<file path="config.mk">
export PLATFORM = sky130hd
export DESIGN_NAME = pipe_stage_elastic
export DESIGN_NICKNAME = d
export VERILOG_FILES = /design/src/rtl/cpu_pipe_pkg.sv /design/src/rtl/pipe_slot.sv /design/src/rtl/pipe_stage_elastic.sv
export SDC_FILE = /design/constraint.sdc
export NUM_CORES = 1
export LEC_CHECK = 0
export CORE_MARGIN = 10
export CORE_UTILIZATION = 45
export CTS_CLUSTER_DIAMETER = 150
export DETAILED_ROUTE_END_ITERATION = 10
export PLACE_DENSITY = 0.74
export SYNTH_ARGS = -nofsm -noshare
export SYNTH_HDL_FRONTEND = slang
export SYNTH_HIERARCHICAL = 1
export SYNTH_SLANG_ARGS = --single-unit
export TNS_END_PERCENT = 1
</file>
<file path="constraint.sdc">
create_clock -name clk -period 2.01 [get_ports clk]
set_clock_uncertainty 0.15 [all_clocks]
set_input_delay 0.201 -clock clk [delete_from_list [all_inputs] [get_ports clk]]
set_output_delay 0.201 -clock clk [all_outputs]
set_load 0.005 [all_outputs]
</file>
<file path="src/rtl/cpu_pipe_pkg.sv">
// Shared definitions for the elastic stage registers between MIPS pipeline stages.
//   slotState_e : occupancy of an elastic stage register, encoded as {skid valid, main valid}
//   IFID_W      : IF/ID payload width
//   IDEX_W      : ID/EX payload width
//   EXMEM_W     : EX/MEM payload width
package cpu_pipe_pkg;

   // The value 2'b10 (skid full while main is empty) cannot be reached.
   typedef enum logic [1:0] {
      EMPTY = 2'b00,
      ONE   = 2'b01,
      FULL  = 2'b11
   } slotState_e;

   // pc_4(32) + instr(32)
   localparam int IFID_W  = 64;
   // pc_4(32) + rsData(32) + rtData(32) + imm(32) + rt(5) + rd(5) + control(9)
   localparam int IDEX_W  = 147;
   // branchTarget(32) + zero(1) + aluResult(32) + rtData(32) + destReg(5) + control(5)
   localparam int EXMEM_W = 107;

endpackage

</file>
<file path="src/rtl/pipe_slot.sv">
// One storage entry of an elastic stage register: a valid bit plus a payload.
//   clk, rst  : clock, asynchronous active-high reset
//   load      : capture loadData and mark the entry valid
//   clear     : mark the entry invalid (wins over load for the valid bit)
//   loadData  : payload to capture
//   valid     : entry holds a payload
//   data      : stored payload (unchanged by clear)
module pipe_slot #(
   parameter int             W          = 64,
   parameter logic [W-1:0]   RESET_DATA = '0
) (
   input  logic          clk,
   input  logic          rst,
   input  logic          load,
   input  logic          clear,
   input  logic [W-1:0]  loadData,
   output logic          valid,
   output logic [W-1:0]  data
);

   // NOTE: the payload register is reset as well as the valid bit, so out_data
   // is a known constant after reset instead of X propagating downstream.
   // NOTE: sequential state is assigned with <= so every register samples
   // pre-edge values regardless of statement order.
   always_ff @(posedge clk or posedge rst) begin
      if (rst) begin
         valid <= 1'b0;
         data  <= RESET_DATA;
      end else begin
         if (clear)
            valid <= 1'b0;
         else if (load)
            valid <= 1'b1;
         // Payload only moves on a load, so X on an idle input never enters.
         if (load)
            data <= loadData;
      end
   end

endmodule

</file>
<file path="src/rtl/pipe_stage_elastic.sv">
// Elastic pipeline register: a 2-entry skid buffer with valid/ready handshake,
// synchronous flush and a saturating stall-cycle counter.
//   clk, rst             : clock, asynchronous active-high reset
//   flush                : squash all held entries (branch redirect)
//   in_valid/in_ready    : upstream handshake; in_ready is a pure register output
//   in_data              : upstream payload
//   out_valid/out_ready  : downstream handshake
//   out_data             : downstream payload, always from the main entry
//   stall_cnt            : cycles with out_valid=1 and out_ready=0, saturating
module pipe_stage_elastic
   import cpu_pipe_pkg::*;
#(
   parameter int                  DATA_W     = IFID_W,
   parameter int                  CNT_W      = 16,
   parameter logic [DATA_W-1:0]   RESET_DATA = '0
) (
   input  logic               clk,
   input  logic               rst,
   input  logic               flush,
   input  logic               in_valid,
   output logic               in_ready,
   input  logic [DATA_W-1:0]  in_data,
   output logic               out_valid,
   input  logic               out_ready,
   output logic [DATA_W-1:0]  out_data,
   output logic [CNT_W-1:0]   stall_cnt
);

   logic              mainV, skidV;
   logic [DATA_W-1:0] mainD, skidD, mainSrc;
   logic              inXfer, outXfer;
   logic              mainLoad, mainClear, skidLoad, skidClear;
   slotState_e        state;

   assign state     = slotState_e'({skidV, mainV});
   assign in_ready  = ~skidV;
   assign out_valid = mainV;
   assign out_data  = mainD;
   assign inXfer    = in_valid & in_ready;
   assign outXfer   = mainV & out_ready;

   // Main refills from the skid entry when draining FULL, else from upstream;
   // the skid entry is never bypassed, keeping strict FIFO order.
   assign mainSrc = (state == FULL) ? skidD : in_data;

   // NOTE: every signal written here gets a default first so no latch is inferred.
   always_comb begin
      mainLoad  = 1'b0;
      skidLoad  = 1'b0;
      mainClear = flush;
      skidClear = flush;
      // Flush empties the stage and drops any incoming transfer; data is left as is.
      if (!flush) begin
         case (state)
            EMPTY: mainLoad = inXfer;
            ONE: begin
               mainLoad  = inXfer & outXfer;
               skidLoad  = inXfer & ~outXfer;
               mainClear = outXfer & ~inXfer;
            end
            FULL: begin
               mainLoad  = outXfer;
               skidClear = outXfer;
            end
            default: ;
         endcase
      end
   end

   pipe_slot #(.W(DATA_W), .RESET_DATA(RESET_DATA)) mainSlot (
      .clk      (clk),
      .rst      (rst),
      .load     (mainLoad),
      .clear    (mainClear),
      .loadData (mainSrc),
      .valid    (mainV),
      .data     (mainD)
   );

   pipe_slot #(.W(DATA_W), .RESET_DATA(RESET_DATA)) skidSlot (
      .clk      (clk),
      .rst      (rst),
      .load     (skidLoad),
      .clear    (skidClear),
      .loadData (in_data),
      .valid    (skidV),
      .data     (skidD)
   );

   // Counts regardless of flush; only reset clears it.
   always_ff @(posedge clk or posedge rst) begin
      if (rst)
         stall_cnt <= '0;
      else if (mainV && !out_ready && (stall_cnt != {CNT_W{1'b1}}))
         stall_cnt <= stall_cnt + 1'b1;
   end

endmodule

</file>
==> results.py, run 1 <==
metrics = {
    "floorplanning": {
        "die-area_um2": 20500,
        "die_h_um": 143,
        "start_util_pct": 46.5,
        "io_pins": 151,
        "die-width_um": 143,
        "fp-row-count": 44,
        "core_area_um2": 14700,
    },
    "timing": {
        "fmax_ghz": 0.515,
        "whs_ns": 0.128,
        "setup_ws_ns": 0.0678,
        "rsz0062_at_grt": "true",
        "finalHoldViolations": 0,
        "period_minus_slack_ns": 1.94,
        "slew_violations": 0,
        "setup_viol": 0,
        "maxSlewHeadroom_pct": 60.8,
        "tightest_slew_ns": 0.588,
        "fin_crit_sh_pct": 96.6,
    },
    "critical_path": {
        "r2r-start": "mainSlot/valid$_DFFE_PP0P_",
        "crit_fanout": 22,
        "crit_path_end_kind": "register",
        "cp-start-kind": "register",
        "crit_type": "reg2reg",
        "rrSetupSlack_ns": 0.07,
        "required_ns": 2.16,
        "rr_endpoint": "mainSlot/data[21]$_DFFE_PP0P_",
        "reg2reg_depth": 6,
        "critPathArrivalTime_ns": 2.09,
    },
    "logic_synthesis": {
        "syn-num-nets": 504,
        "yosysSeqAreaShare_pct": 53.5,
        "syn_avg_cell_area_um2": 15.7,
        "yosys_warnings": 6,
        "synth-seq-cells": 146,
        "synthCells": 434,
        "netlist_area_um2": 6830,
        "synth_cell_types": 31,
    },
    "power_and_ir_drop": {
        "vdd_drop_max_mv": 0.769,
        "power_density_nw_per_um2": 967,
        "p_leak_nw": 4.15,
    },
    "layout": {
        "fin_area_um2": 9390,
        "utilization_pct": 63.8,
        "syn_to_final_growth_pct": 37.3,
        "drive_above_1_share_pct": 43.8,
        "antenna_cells": 0,
        "instances_no_fill": 810,
        "nNetsFinal": 684,
    },
    "clock_tree": {
        "cts_tree": "yes",
        "clock_latency_ns": 0.41,
        "cts.path.max_buffers": 2,
        "cts.sinks": 146,
        "postCtsSetupBuffers": 0,
        "clkTransAtPathRegs_ns": 0.06,
        "htreeDepth": 4,
        "clockRootBuffer": "clkbuf_16",
        "numCtsBuffers": 17,
    },
    "detailed_routing": {
        "wl_per_cell_um": 20.5,
        "firstDrtPassIters": 4,
        "drc": 0,
        "via_per_inst": 5.23,
        "drt_iter0_markers": 186,
        "wl_mm": 16.6,
        "vias": 4233,
        "route.antenna.remaining_nets": 0,
    },
    "placed_design": {
        "gp_congestion": 0.797,
        "numPortBuffers": 150,
        "detailed_place_hpwl_mm": 11.7,
        "placed_cells": 779,
        "preCtsSetupSlack_ns": -0.216,
        "placed_cell_area_um2": 8790,
    },
    "global_route": {
        "antenna_found_initial": 0,
        "grt_pass1_wl_mm": 26.8,
        "grt_pass1_vias": 4894,
        "grt_max_degree": 40,
        "grtUsageTotal_pct": 16.6,
        "grt_overflow": 0,
    },
    "run": {
        "maxCapViolCount": 0,
    },
    "min_path": {
        "min_path_type": "in2async",
    },
    "status": {
        "status": "complete, no violations",
    },
}
==> state kept, by name, summed over array words and instances (netlist names) <==
register,count
skidSlot/valid,1
mainSlot/data,64
stall_cnt,16
skidSlot/data,64
mainSlot/valid,1
==> power by group <==
group	internal [mW]	switching, mW
sequential	3.58	0.398
combinational	1.45	0.591
clock	1.87	1.18
total	6.91	2.17
==> metrics by stage <==
stage	setup TNS, ns	power, mW
4_1_cts	0	9.18
6_report	0	9.07
2_1_floorplan	0	4.98
3_5_place_dp	-21.08	6.07
3_3_place_gp	-17.64	5.98
5_1_grt	-0.655	9.50
==> final cells by class <==
class	instances	area, µm²
Multi-Input combinational cell	258	3000
Clock buffer	20	457
Fill cell	1088	5310
Inverter	6	22.5
Timing Repair Buffer	185	1910
Tap cell	184	230
Clock inverter	11	113
Sequential cell	146	3650
==> timing repair <==
item,CTS,global route
gates resized for setup,0,5
hold buffers,0,0
endpoints found under the setup margin,0,83
==> metal layers <==
layer / part of all wire (%) / GRT usage, %
met1: 42 / 19.9
met2: 50 / 27.5
met3: 7.0 / 6.43
met4: 0.88 / 4.41
met5: 0 / 0
==> critical path: stages, from the launching register on <==
cell and delay, ns:
dfrtp_1 0.37, inv_1 0.11, nor2_1 0.09, a2111oi_2 0.27, buf_4 0.25, buf_12 0.21, mux2_2 0.36
==> how the worst max path moves through the flow <==
stage                               start                            end  cells after the start
5_1_grt        mainSlot/valid$_DFFE_PP0P_  mainSlot/data[15]$_DFFE_PP0P_                      6
2_1_floorplan                         rst   mainSlot/data[0]$_DFFE_PP0P_                      1
4_1_cts          stall_cnt[5]$_DFFE_PP0P_       stall_cnt[9]$_DFFE_PP0P_                      4
3_5_place_dp                    out_ready  skidSlot/data[55]$_DFFE_PP0P_                      6
6_report       mainSlot/valid$_DFFE_PP0P_  mainSlot/data[21]$_DFFE_PP0P_                      6
3_3_place_gp                    out_ready  skidSlot/data[48]$_DFFE_PP0P_                      6
==> placed cells by master (no fill, tap or decap), types with 3 or more instances in the layout <==
cell and instances:
nand2_1 7, mux2_2 98, clkbuf_16 17, mux2_4 98, clkinvlp_4 3, xor2_1 7, inv_1 4, nor3_1 3
a21oi_1 5, clkdlybuf4s50_1 150, buf_12 11, o21ai_0 4, nand3_1 5, nand4_1 3, buf_4 23, nor2_1 7
dfrtp_1 145, clkinv_2 6
==> synthesized netlist by cell type, drive strengths merged <==
cell / instances / share of area (%)
a31oi: 2 / 0.18
or4b: 1 / 0.15
ha: 1 / 0.18
o21ba: 2 / 0.29
nor3: 4 / 0.29
and4b: 1 / 0.15
nand2b: 1 / 0.092
and3: 1 / 0.092
o21ai: 4 / 0.29
nand2: 8 / 0.44
nand4: 3 / 0.27
xor2: 7 / 0.90
dfrtp: 146 / 53
a2111oi: 1 / 0.13
buf: 16 / 2.3
clkbuf: 8 / 0.44
a31o: 2 / 0.26
xnor2: 1 / 0.13
inv: 6 / 0.33
nand3: 5 / 0.37
a21oi: 5 / 0.37
a21boi: 1 / 0.11
mux2: 196 / 38
nor4b: 2 / 0.35
nor3b: 1 / 0.11
and4: 2 / 0.26
nor2: 7 / 0.38
==> kinds of logic (layout without fill, tap and decap cells) <==
group | after synthesis | in the layout | share of synthesized area, %
buf+inv | 30 | 222 | 3.08
mux | 196 | 196 | 37.7
flops | 146 | 146 | 53.5
simple gates | 36 | 36 | 2.95
fa+ha+maj | 1 | 1 | 0.183
xor+xnor | 8 | 8 | 1.03
compound gates | 17 | 17 | 1.63
Power figures use the tool's default switching activity.
==> run 2, diff against run 1 <==
CAP_MARGIN = 5   (was unset)
==> results of run 2 <==
No change in the layout: final DEF, timing and power equal those of run 1.
==> run 3, diff against run 2 <==
CTS_CLUSTER_SIZE = 14   (was unset)
==> results of run 3 <==
No change in the layout: final DEF, timing and power equal those of run 1.
